$ cat config.mk
export PLATFORM = sky130hd
export DESIGN_NAME = apb_slave_regfile_flat
export DESIGN_NICKNAME = d
export VERILOG_FILES = /design/src/rtl/apb_pkg.sv /design/src/rtl/apb_slave_regfile_if.sv /design/src/rtl/apb_regbank.sv /design/src/rtl/apb_slave_regfile.sv /design/src/flat_wrapper.sv
export SDC_FILE = /design/constraint.sdc
export NUM_CORES = 1
export LEC_CHECK = 0
export BUFFER_PORTS_ARGS = -buffer_cell sky130_fd_sc_hd__buf_4
export CAP_MARGIN = 20
export CORE_UTILIZATION = 54
export DETAILED_ROUTE_END_ITERATION = 8
export GPL_TIMING_DRIVEN = 0
export PLACE_DENSITY = 0.69
export SYNTH_ARGS = -nofsm -noshare
export SYNTH_HDL_FRONTEND = slang
export SYNTH_HIERARCHICAL = 1
export SYNTH_SLANG_ARGS = --single-unit
$ cat constraint.sdc
create_clock -name pclk -period 6.55 [get_ports pclk]
set_input_delay 1.31 -clock pclk [delete_from_list [all_inputs] [get_ports pclk]]
set_output_delay 1.31 -clock pclk [all_outputs]
set_load 0.01 [all_outputs]
$ cat src/rtl/apb_pkg.sv
// Shared types and constants for the APB register-file completer.
package apb_pkg;

  typedef enum logic [1:0] {
    IDLE,
    SETUP,
    ACCESS,
    ERR
  } apb_state_e;

  typedef enum logic [1:0] {
    NONE,
    RANGE,
    ALIGN,
    PROTO
  } apb_err_e;

  localparam int WAIT_CNT_W = 4;

endpackage

$ cat src/rtl/apb_slave_regfile_if.sv
// APB bus bundle with byte strobes; the requester drives the master modport.
interface apb_slave_regfile_if #(
  parameter int ADDR_WIDTH = 32,
  parameter int DATA_WIDTH = 32
);

  logic                    psel;
  logic                    penable;
  logic                    pwrite;
  logic [ADDR_WIDTH-1:0]   paddr;
  logic [DATA_WIDTH-1:0]   pwdata;
  logic [DATA_WIDTH/8-1:0] pstrb;
  logic [DATA_WIDTH-1:0]   prdata;
  logic                    pready;
  logic                    pslverr;

  modport master (
    output psel, penable, pwrite, paddr, pwdata, pstrb,
    input  prdata, pready, pslverr
  );

  modport slave (
    input  psel, penable, pwrite, paddr, pwdata, pstrb,
    output prdata, pready, pslverr
  );

endinterface

$ cat src/rtl/apb_regbank.sv
// DEPTH x DATA_WIDTH register storage with byte-lane write and combinational read.
module apb_regbank #(
  parameter int  DEPTH      = 16,
  parameter int  DATA_WIDTH = 32,
  localparam int IDX_W      = $clog2(DEPTH),
  localparam int BYTES      = DATA_WIDTH / 8
) (
  input  logic                  clk_i,
  input  logic                  rst_i,
  input  logic                  we_i,
  input  logic [IDX_W-1:0]      widx_i,
  input  logic [DATA_WIDTH-1:0] wdata_i,
  input  logic [BYTES-1:0]      wstrb_i,
  input  logic [IDX_W-1:0]      ridx_i,
  output logic [DATA_WIDTH-1:0] rdata_o
);

  logic [DATA_WIDTH-1:0] mem_q [DEPTH];

  // NOTE: the bank is flops, not a RAM macro, so it can and must honour reset;
  // a RAM-style array would drop the reset branch.
  // NOTE: non-blocking assignments keep every flop sampling pre-edge values.
  always_ff @(posedge clk_i) begin
    if (rst_i) begin
      for (int r = 0; r < DEPTH; r++) mem_q[r] <= '0;
    end else if (we_i) begin
      for (int b = 0; b < BYTES; b++) begin
        if (wstrb_i[b]) mem_q[widx_i][8*b +: 8] <= wdata_i[8*b +: 8];
      end
    end
  end

  assign rdata_o = mem_q[ridx_i];

endmodule

$ cat src/rtl/apb_slave_regfile.sv
// APB completer: decode, wait-state FSM and registered response in front of apb_regbank.
module apb_slave_regfile
  import apb_pkg::*;
#(
  parameter int                    ADDR_WIDTH  = 32,
  parameter int                    DATA_WIDTH  = 32,
  parameter int                    DEPTH       = 16,
  parameter logic [ADDR_WIDTH-1:0] BASE_ADDR   = '0,
  parameter int                    WAIT_STATES = 0
) (
  input logic                pclk,
  input logic                preset,
  apb_slave_regfile_if.slave apb
);

  localparam int BYTES = DATA_WIDTH / 8;
  localparam int LSB   = $clog2(BYTES);
  localparam int IDX_W = $clog2(DEPTH);
  localparam logic [ADDR_WIDTH-1:0] ALIGN_MASK = ADDR_WIDTH'(BYTES - 1);
  localparam logic [ADDR_WIDTH-1:0] DEPTH_A    = ADDR_WIDTH'(DEPTH);
  localparam logic [WAIT_CNT_W-1:0] WAIT_INIT  = WAIT_CNT_W'(WAIT_STATES);

  apb_state_e            state_q, state_d;
  logic [WAIT_CNT_W-1:0] cnt_q, cnt_d;
  logic                  pready_q, pready_d;
  logic                  pslverr_q, pslverr_d;
  logic [DATA_WIDTH-1:0] prdata_q, prdata_d;

  logic                  write_q;
  logic [IDX_W-1:0]      idx_q;
  logic [DATA_WIDTH-1:0] wdata_q;
  logic [BYTES-1:0]      strb_q;
  apb_err_e              err_q;

  logic [ADDR_WIDTH-1:0] offset, index;
  apb_err_e              live_err;
  logic                  cap_en, we, resp_fire;
  apb_err_e              resp_cause;
  logic                  rsp_write;
  logic [IDX_W-1:0]      rsp_idx;
  logic [DATA_WIDTH-1:0] rd_data;

  assign offset = apb.paddr - BASE_ADDR;
  assign index  = offset >> LSB;

  always_comb begin
    live_err = NONE;
    if (apb.paddr < BASE_ADDR || index >= DEPTH_A) live_err = RANGE;
    else if ((offset & ALIGN_MASK) != '0)         live_err = ALIGN;
  end

  // The setup phase is recognised while still in IDLE, so the response can
  // already be registered for the first access cycle; SETUP is never occupied.
  always_comb begin
    rsp_write = (state_q == IDLE) ? apb.pwrite : write_q;
    rsp_idx   = (state_q == IDLE) ? index[IDX_W-1:0] : idx_q;
  end

  // NOTE: every always_comb output gets a default first, so no path infers a latch.
  always_comb begin
    state_d    = state_q;
    cnt_d      = cnt_q;
    cap_en     = 1'b0;
    we         = 1'b0;
    resp_fire  = 1'b0;
    resp_cause = err_q;
    pready_d   = 1'b0;
    pslverr_d  = 1'b0;
    prdata_d   = '0;
    unique case (state_q)
      IDLE: begin
        if (apb.psel && !apb.penable) begin
          cap_en     = 1'b1;
          cnt_d      = WAIT_INIT;
          state_d    = ACCESS;
          resp_fire  = (WAIT_INIT == '0);
          resp_cause = live_err;
        end else if (apb.psel && apb.penable) begin
          state_d    = ERR;
          resp_fire  = 1'b1;
          resp_cause = PROTO;
        end
      end
      ACCESS: begin
        if (pready_q) begin
          we      = write_q && (err_q == NONE);
          state_d = IDLE;
        end else if (!apb.psel) begin
          state_d = IDLE;
        end else begin
          cnt_d     = cnt_q - WAIT_CNT_W'(1);
          resp_fire = (cnt_q == WAIT_CNT_W'(1));
        end
      end
      ERR:     state_d = IDLE;
      default: state_d = IDLE;
    endcase
    if (resp_fire) begin
      pready_d  = 1'b1;
      pslverr_d = (resp_cause != NONE);
      if (!rsp_write && resp_cause == NONE) prdata_d = rd_data;
    end
  end

  always_ff @(posedge pclk) begin
    if (preset) begin
      state_q   <= IDLE;
      cnt_q     <= '0;
      pready_q  <= 1'b0;
      pslverr_q <= 1'b0;
      prdata_q  <= '0;
      write_q   <= 1'b0;
      idx_q     <= '0;
      wdata_q   <= '0;
      strb_q    <= '0;
      err_q     <= NONE;
    end else begin
      state_q   <= state_d;
      cnt_q     <= cnt_d;
      pready_q  <= pready_d;
      pslverr_q <= pslverr_d;
      prdata_q  <= prdata_d;
      if (cap_en) begin
        write_q <= apb.pwrite;
        idx_q   <= index[IDX_W-1:0];
        wdata_q <= apb.pwdata;
        strb_q  <= apb.pstrb;
        err_q   <= live_err;
      end
    end
  end

  apb_regbank #(
    .DEPTH      (DEPTH),
    .DATA_WIDTH (DATA_WIDTH)
  ) u_regbank (
    .clk_i   (pclk),
    .rst_i   (preset),
    .we_i    (we),
    .widx_i  (idx_q),
    .wdata_i (wdata_q),
    .wstrb_i (strb_q),
    .ridx_i  (rsp_idx),
    .rdata_o (rd_data)
  );

  assign apb.pready  = pready_q;
  assign apb.pslverr = pslverr_q;
  assign apb.prdata  = prdata_q;

endmodule

$ cat src/flat_wrapper.sv
// flat-port wrapper written by rule: the top's interface ports become plain ports
module apb_slave_regfile_flat import apb_pkg::*;
#(
  parameter int                    ADDR_WIDTH  = 32,
  parameter int                    DATA_WIDTH  = 32,
  parameter int                    DEPTH       = 16,
  parameter logic [ADDR_WIDTH-1:0] BASE_ADDR   = '0,
  parameter int                    WAIT_STATES = 0
)
  (pclk, preset, apb_psel, apb_penable, apb_pwrite, apb_paddr, apb_pwdata, apb_pstrb, apb_prdata, apb_pready, apb_pslverr);
  apb_slave_regfile_if #(.ADDR_WIDTH(ADDR_WIDTH), .DATA_WIDTH(DATA_WIDTH)) apb_i ();
  input logic pclk;
  input logic preset;
  input wire logic [$bits(apb_i.psel)-1:0] apb_psel;
  input wire logic [$bits(apb_i.penable)-1:0] apb_penable;
  input wire logic [$bits(apb_i.pwrite)-1:0] apb_pwrite;
  input wire logic [$bits(apb_i.paddr)-1:0] apb_paddr;
  input wire logic [$bits(apb_i.pwdata)-1:0] apb_pwdata;
  input wire logic [$bits(apb_i.pstrb)-1:0] apb_pstrb;
  output wire logic [$bits(apb_i.prdata)-1:0] apb_prdata;
  output wire logic [$bits(apb_i.pready)-1:0] apb_pready;
  output wire logic [$bits(apb_i.pslverr)-1:0] apb_pslverr;
  assign apb_i.psel = apb_psel;
  assign apb_i.penable = apb_penable;
  assign apb_i.pwrite = apb_pwrite;
  assign apb_i.paddr = apb_paddr;
  assign apb_i.pwdata = apb_pwdata;
  assign apb_i.pstrb = apb_pstrb;
  assign apb_prdata = apb_i.prdata;
  assign apb_pready = apb_i.pready;
  assign apb_pslverr = apb_i.pslverr;
  apb_slave_regfile #(.ADDR_WIDTH(ADDR_WIDTH), .DATA_WIDTH(DATA_WIDTH), .DEPTH(DEPTH), .BASE_ADDR(BASE_ADDR), .WAIT_STATES(WAIT_STATES)) u_core (.pclk(pclk), .preset(preset), .apb(apb_i));
endmodule
=== Yosys cells after proc, flatten, opt, wreduce, memory -nomap -nowiden ===
Memories as Yosys holds them, arrays and structs flattened. A register that Yosys moved wholly into a read port is not among the register bits.
Index checks and enable logic that the tools add are counted.

* Logic and storage cells: 87
* Output and inout port bits: 34
* Bits in registers: 51
* ROM bits: 0
* Memories: 1
* Memory bits (writable): 512
* Latch bits: 0

{| class="wikitable"
|+ Memory list
! memory !! depth !! bits a word !! read ports !! clocked after Yosys merged registers in !! write ports !! line !! text
|-
| u_core.u_regbank.mem_q || 16 || 32 || 1 || 1 || 16 || apb_regbank.sv:18 || <nowiki>logic [DATA_WIDTH-1:0] mem_q [DEPTH];</nowiki>
|}

* Bitwise operators: 2
* Muxes and demuxes: 47
* Equal/unequal tests: 7
* Div/mod/pow operators: 0
* Shift-type cells: 0
* $add $sub $neg: 1
* Magnitude comparators: 2
* Reduce and logical (&&, ||, !) cells: 18
* $mul: 0

{| class="wikitable"
|+ Operator list
! kind !! number
|-
| 32-bit by 1-bit < comparator with 1-bit output (second input constant) || 1
|-
| 32-bit 2-to-1 mux || 1
|-
| 32-bit nonzero test || 1
|-
| 32-bit OR reduction || 1
|-
| 30-bit by 5-bit >= comparator with 1-bit output (second input constant) || 1
|-
| 1-bit 2-to-1 mux || 28
|-
| 4-bit 2-to-1 mux || 6
|-
| 2-bit 2-to-1 mux || 9
|-
| 4-bit case mux with 2 select lines || 1
|-
| 2-bit zero test || 3
|-
| 2-bit != test (second input constant) || 3
|-
| 4-bit by 1-bit equality test with 1-bit output (second input constant) || 1
|-
| 1-bit logical AND || 4
|-
| 2-bit case mux with 2 select lines || 1
|-
| 4-bit AND reduction || 1
|-
| 2-bit nonzero test || 2
|-
| 4-bit by 1-bit subtractor with 4-bit output (second input constant) || 1
|-
| 3-bit by 2-bit != test with 1-bit output (second input constant) || 1
|-
| 3-bit != test (second input constant) || 1
|-
| 3-bit OR reduction || 1
|-
| 2-bit equality test (second input constant) || 1
|-
| 1-bit zero test || 2
|-
| 1-bit NOT || 2
|-
| 1-bit case mux with 2 select lines || 1
|-
| other kinds (3) || 3
|}

=== Longest topological paths before layout ===
* Depth in word-level cells: 9
* Gate-level depth with buffers: 8
* Gate-level depth less buffers: 7

=== By module ===
The synthesis kept the hierarchy.

{| class="wikitable"
|+ By module, submodules not included
! module !! area each (um^2) !! sequential area each (um^2) !! cells an instance !! times used
|-
| apb_regbank || 22,298.9 || 15,374.7 || 1,526 || 1
|-
| apb_slave_regfile || 2,921.6 || 1,661.6 || 319 || 1
|}

=== Worst setup path after synthesis ===
No wires, ideal clock.

* Kind: input -> register
* From: input port apb_paddr[22]
* To: register u_core.prdata_q[0] (netlist: u_core/apb.prdata[0]), read port of u_core.u_regbank.mem_q
* Setup slack: 3,525 ps
* Stages: 5
* Arrival time: 2,967 ps
* Required time: 6,491 ps
* Path through: or4_4 -> or4_4 -> a221oi_4 -> buf_6 -> and2_1

* Cells in the longest elaborated chain, start to end: 9
* Elaborated cells on any way between the ends: 10
* Classes of those cells: order compare: 2; mux: 3; bitwise: 1; reduce/logical: 4

{| class="wikitable"
|+ Ends and longest elaborated chain
! element !! line !! text
|-
| start, declared || flat_wrapper.sv:17 || <nowiki>input wire logic [$bits(apb_i.paddr)-1:0] apb_paddr;</nowiki>
|-
| 32-bit by 1-bit < comparator with 1-bit output / 30-bit by 5-bit >= comparator with 1-bit output (equally long branches) || apb_slave_regfile.sv:48 || <nowiki>if (apb.paddr < BASE_ADDR || index >= DEPTH_A) live_err = RANGE;</nowiki>
|-
| 1-bit logical OR (*) || apb_slave_regfile.sv:48 ||
|-
| 2-bit 2-to-1 mux (*) || apb_slave_regfile.sv:48 ||
|-
| 2-bit 2-to-1 mux (*) || apb_slave_regfile.sv:72 || <nowiki>if (apb.psel && !apb.penable) begin</nowiki>
|-
| 2-bit 2-to-1 mux (*) || apb_slave_regfile.sv:70 || <nowiki>unique case (state_q)</nowiki>
|-
| 2-bit zero test (*) || apb_slave_regfile.sv:101 || <nowiki>if (!rsp_write && resp_cause == NONE) prdata_d = rd_data;</nowiki>
|-
| 1-bit logical AND (*) || apb_slave_regfile.sv:101 ||
|-
| 1-bit NOT (no source line) (*) || n/a ||
|-
| 3-bit OR reduction (no source line) (*) || n/a ||
|-
| end, declared || apb_slave_regfile.sv:27 || <nowiki>logic [DATA_WIDTH-1:0] prdata_q, prdata_d;</nowiki>
|}

Mark *: on every way between the ends. The rest lies on a longest branch, timed or not.
A chain may end at the register's enable or synchronous reset.

==> impl_metrics.yaml <==
synth:
  netlist_instances: 1845
  mappedNetlistNets: 1920
  synth_cell_types: 42
  ys_warn_count: 6
  post_synth_instance_area_um2: 25200
  ys_dominant_reg_cell: "edfxtp_1"
  async_flop_share: 0
  ys_seq_elements: 595
  yosysSeqAreaShare: 0.675
  syn_area_per_cell_um2: 13.7
  count_of_flip_flops_with_a_built_in_enable_after_synthesis: 512
clock_tree:
  cts_hold_repair.buffers: 0
  post_cts_resize_count: 0
  cts.sink_count: 595
  postCtsSetupBuffers: 0
  clock_tree_buf_depth: 3
  clk_pin_slew_worst_paths_ps: 60
  cts_tree: "built"
  clock_tree_root: "clkbuf_16"
  htreeDepth: 2
  clkLatencyLatePin_ps: 620
  numCtsBuffers: 59
die:
  fp.dieH_um: 218
  floorplan.rows: 78
  dieWidth_um: 218
  dieArea_um2: 47600
  floorplan.io_pins: 107
  initial_utilization: 0.552
  design.core.area_um2: 45700
global_route:
  grt_util_all_layers: 0.307
  gr-usage-met1: 0.407
  grt_first_pass_wirelength_um: 104000
  global_route.peak_usage_layer: "met2"
  antenna_found_initial: 0
  grtUsageMet3: 0.0724
  grt_pass1_vias: 16540
  globalRoute.totalOverflow: 0
  grt_max_degree: 15
  grt_use_met2: 0.492
routing:
  via_density_per_instance: 6.17
  post_drt_wl_per_cell_um: 26.7
  detail-route-antenna-nets: 0
  remaining_drc_errors: 0
  postRouteWirelength_um: 71200
  detailed_route_via_count: 16441
  firstDrtPassIters: 5
  dr.first_iter.drc_count: 2007
power_and_ir_drop:
  pwr-share-clk: 0.400
  leakage_uw: 0.00971
  p_sw_uw: 1840
  share_comb_of_total_power: 0.080
  cellPowerDensity_nw_per_um2: 286
  sw_frac_of_total: 0.225
  seq_power_share: 0.520
  vdd_ir_drop_max_uv: 185
  internal_dissipation_uw: 6360
sta:
  slew_headroom: 0.198
  final_skew_ps: 25.6
  timing_worst_slew_pin_value_ps: 1200
  max_freq_ghz: 0.307
  setup-violations-final: 0
  timing.setup.tns_ps: 0
  unrepaired_setup_endpoints_after_global_routing: "false"
  post-route-period-util: 0.498
  min_period_ps: 3260
  fin_hold_ws_ps: 454
  hold_viol_final: 0
  report.final.slew_viol_count: 0
  finalWorstSetupSlack_ps: 3290
critical_path:
  data_arrival_critical_path_ps: 3480
  timing.critical_path.to_type: "flip-flop"
  critical_path_peak_fanout: 10
  worstPathBufferInverterCount: 2
  cp_slowest_stage_delay_ps: 920
  crit_path_start_kind: "flip-flop"
  timing_worst_setup_path_type: "reg -> reg"
  critPathSlowestCell: "o21bai_1"
  critical_path_required_ps: 6770
  path_cells: "and2_1 > and4_1 > clkbuf_1 > nand3b_1 > clkbuf_1 > o21bai_1"
  worst_path_dominant_cell_family: "compound AO/OA/AOI/OAI gates"
  cpMostUsedCell: "clkbuf_1"
layout:
  area_growth_pct: 13.7
  final.fill_count: 3475
  n_antenna_cell: 0
  layout-drive-gt1-share: 0.179
  fin_nets: 2091
  finalInstanceArea_um2: 28700
  final_core_utilization: 0.628
status:
  status: "completed"
flow_run:
  number_of_violations_of_the_max_capacitance_limit: 0
placement:
  finalWeightedCongestion: 0.862
  hpwlAfterDp_um: 49600
  placement.cell_area_um2: 26800
  numPortBuffers: 106
  preCtsSetupSlack_ps: 2760
worst_hold_path:
  hold_path_class: "reg -> reg"
==> power by group through the flow <==
| stage | sequential, µW | combinational [µW] | clock, µW |
|---|---|---|---|
| 2_1_floorplan | 4320 | 405 | 0 |
| 3_3_place_gp | 4340 | 632 | 0 |
| 3_5_place_dp | 4340 | 640 | 0 |
| 4_1_cts | 4260 | 642 | 3320 |
| 5_1_grt | 4270 | 682 | 3460 |
| 6_report | 4260 | 653 | 3280 |
==> layer usage <==
metal	vias up	wire length [µm]
li1	7016	-
met1	8156	26300
met2	1085	33700
met3	184	8460
met4	0	2700
met5	-	0
==> registers in the layout, indices dropped and copies added (netlist names) <==
register,flops
u_core/u_regbank/mem_q,512
u_core/apb.prdata,32
u_core/wdata_q,32
u_core/cnt_q,4
u_core/idx_q,4
u_core/strb_q,4
u_core/err_q,2
u_core/state_q,2
u_core/apb.pready,1
u_core/apb.pslverr,1
u_core/write_q,1
==> worst reg2reg max path: cells and delay by family, from the launching register on <==
kind	cells	cell delay, ps
compound gates	1	920
buf+inv	2	650
flops	1	400
simple gates	3	890
==> layout make-up <==
type | instances | area, µm² | share of cell area
repair buffers | 110 | 826 | 0.0288
multi-input cells | 1085 | 7470 | 0.261
clock buffers | 85 | 1670 | 0.0581
inverters | 4 | 15.0 | 0.000524
flip-flops and latches | 595 | 17000 | 0.594
clock inverters | 26 | 204 | 0.00711
well taps | 600 | 751 | 0.0262
plain buffers | 161 | 696 | 0.0243
==> worst paths after layout <==
| kind | start | endpoint | slack [ps] | cells past startpoint |
|---|---|---|---|---|
| max | u_core/state_q[1] | u_core/u_regbank/mem_q[9][14] | 3290 | 6 |
| max reg2reg | u_core/state_q[1] | u_core/u_regbank/mem_q[9][14] | 3290 | 6 |
| min reg2reg | u_core/wdata_q[16] | u_core/wdata_q[16] | 450 | 2 |
| min | u_core/wdata_q[16] | u_core/wdata_q[16] | 450 | 2 |
==> synth_stat cells (all sizes together), types with 4 or more instances <==
cell type | instances | area [µm²]
nand2 | 160 | 601
nand3b | 4 | 30.0
inv | 4 | 15.0
mux2 | 4 | 45.0
clkbuf | 118 | 443
dfxtp | 83 | 1660
a21oi | 44 | 220
buf | 43 | 253
o21bai | 60 | 450
mux4 | 128 | 2880
or2 | 4 | 25.0
and2 | 67 | 419
and3b | 4 | 35.0
nand3 | 5 | 25.0
nor2b | 8 | 50.1
nor4 | 7 | 43.8
nor3 | 5 | 25.0
a22oi | 64 | 480
edfxtp | 512 | 15400
nor2 | 497 | 1880
==> cell families (layout without fill, tap and decap cells) <==
family	count (synthesis)	in the layout	share of synthesized area
AND/OR/NAND/NOR	775	775	0.129
flip-flops	595	595	0.675
adder cells (fa/ha/maj)	2	2	0.000992
AO/OA/AOI/OAI	174	174	0.0492
multiplexers	132	132	0.116
XOR/XNOR	2	2	0.000695
buffers and inverters	165	386	0.0282
==> cells in the final DEF (no fill, tap or decap), types with 2 or more instances in the layout <==
| cell | n |
|---|---|
| clkbuf_16 | 61 |
| nor3_1 | 5 |
| clkinv_1 | 9 |
| nand3b_1 | 4 |
| nand2_1 | 160 |
| clkbuf_1 | 137 |
| nor3b_1 | 2 |
| and3b_1 | 4 |
| nand4_1 | 2 |
| and2_1 | 67 |
| or2_2 | 4 |
| buf_1 | 13 |
| edfxtp_1 | 512 |
| bufinv_16 | 3 |
| nor4_1 | 7 |
| nor2_1 | 493 |
| nand2b_1 | 2 |
| clkinv_2 | 11 |
| buf_2 | 16 |
| nor2_2 | 3 |
| or3b_1 | 2 |
| a22oi_1 | 64 |
| clkbuf_8 | 5 |
| buf_4 | 119 |
| ha_1 | 2 |
| nand3_1 | 5 |
| o21bai_1 | 60 |
| inv_1 | 4 |
| mux2_2 | 4 |
| dfxtp_1 | 83 |
| or4b_4 | 2 |
| nor2b_1 | 8 |
| a21oi_1 | 44 |
| mux4_2 | 128 |
| or4_4 | 2 |
| buf_6 | 5 |
==> through the flow <==
| step | std cells | total power [µW] |
|---|---|---|
| after detailed placement | 2551 | 4980 |
| after floorplan | 1845 | 4730 |
| after global routing | 2666 | 8420 |
| after global placement | 2551 | 4970 |
| after CTS | 2662 | 8220 |
| final | 2666 | 8200 |
Power figures use the tool's default switching activity.
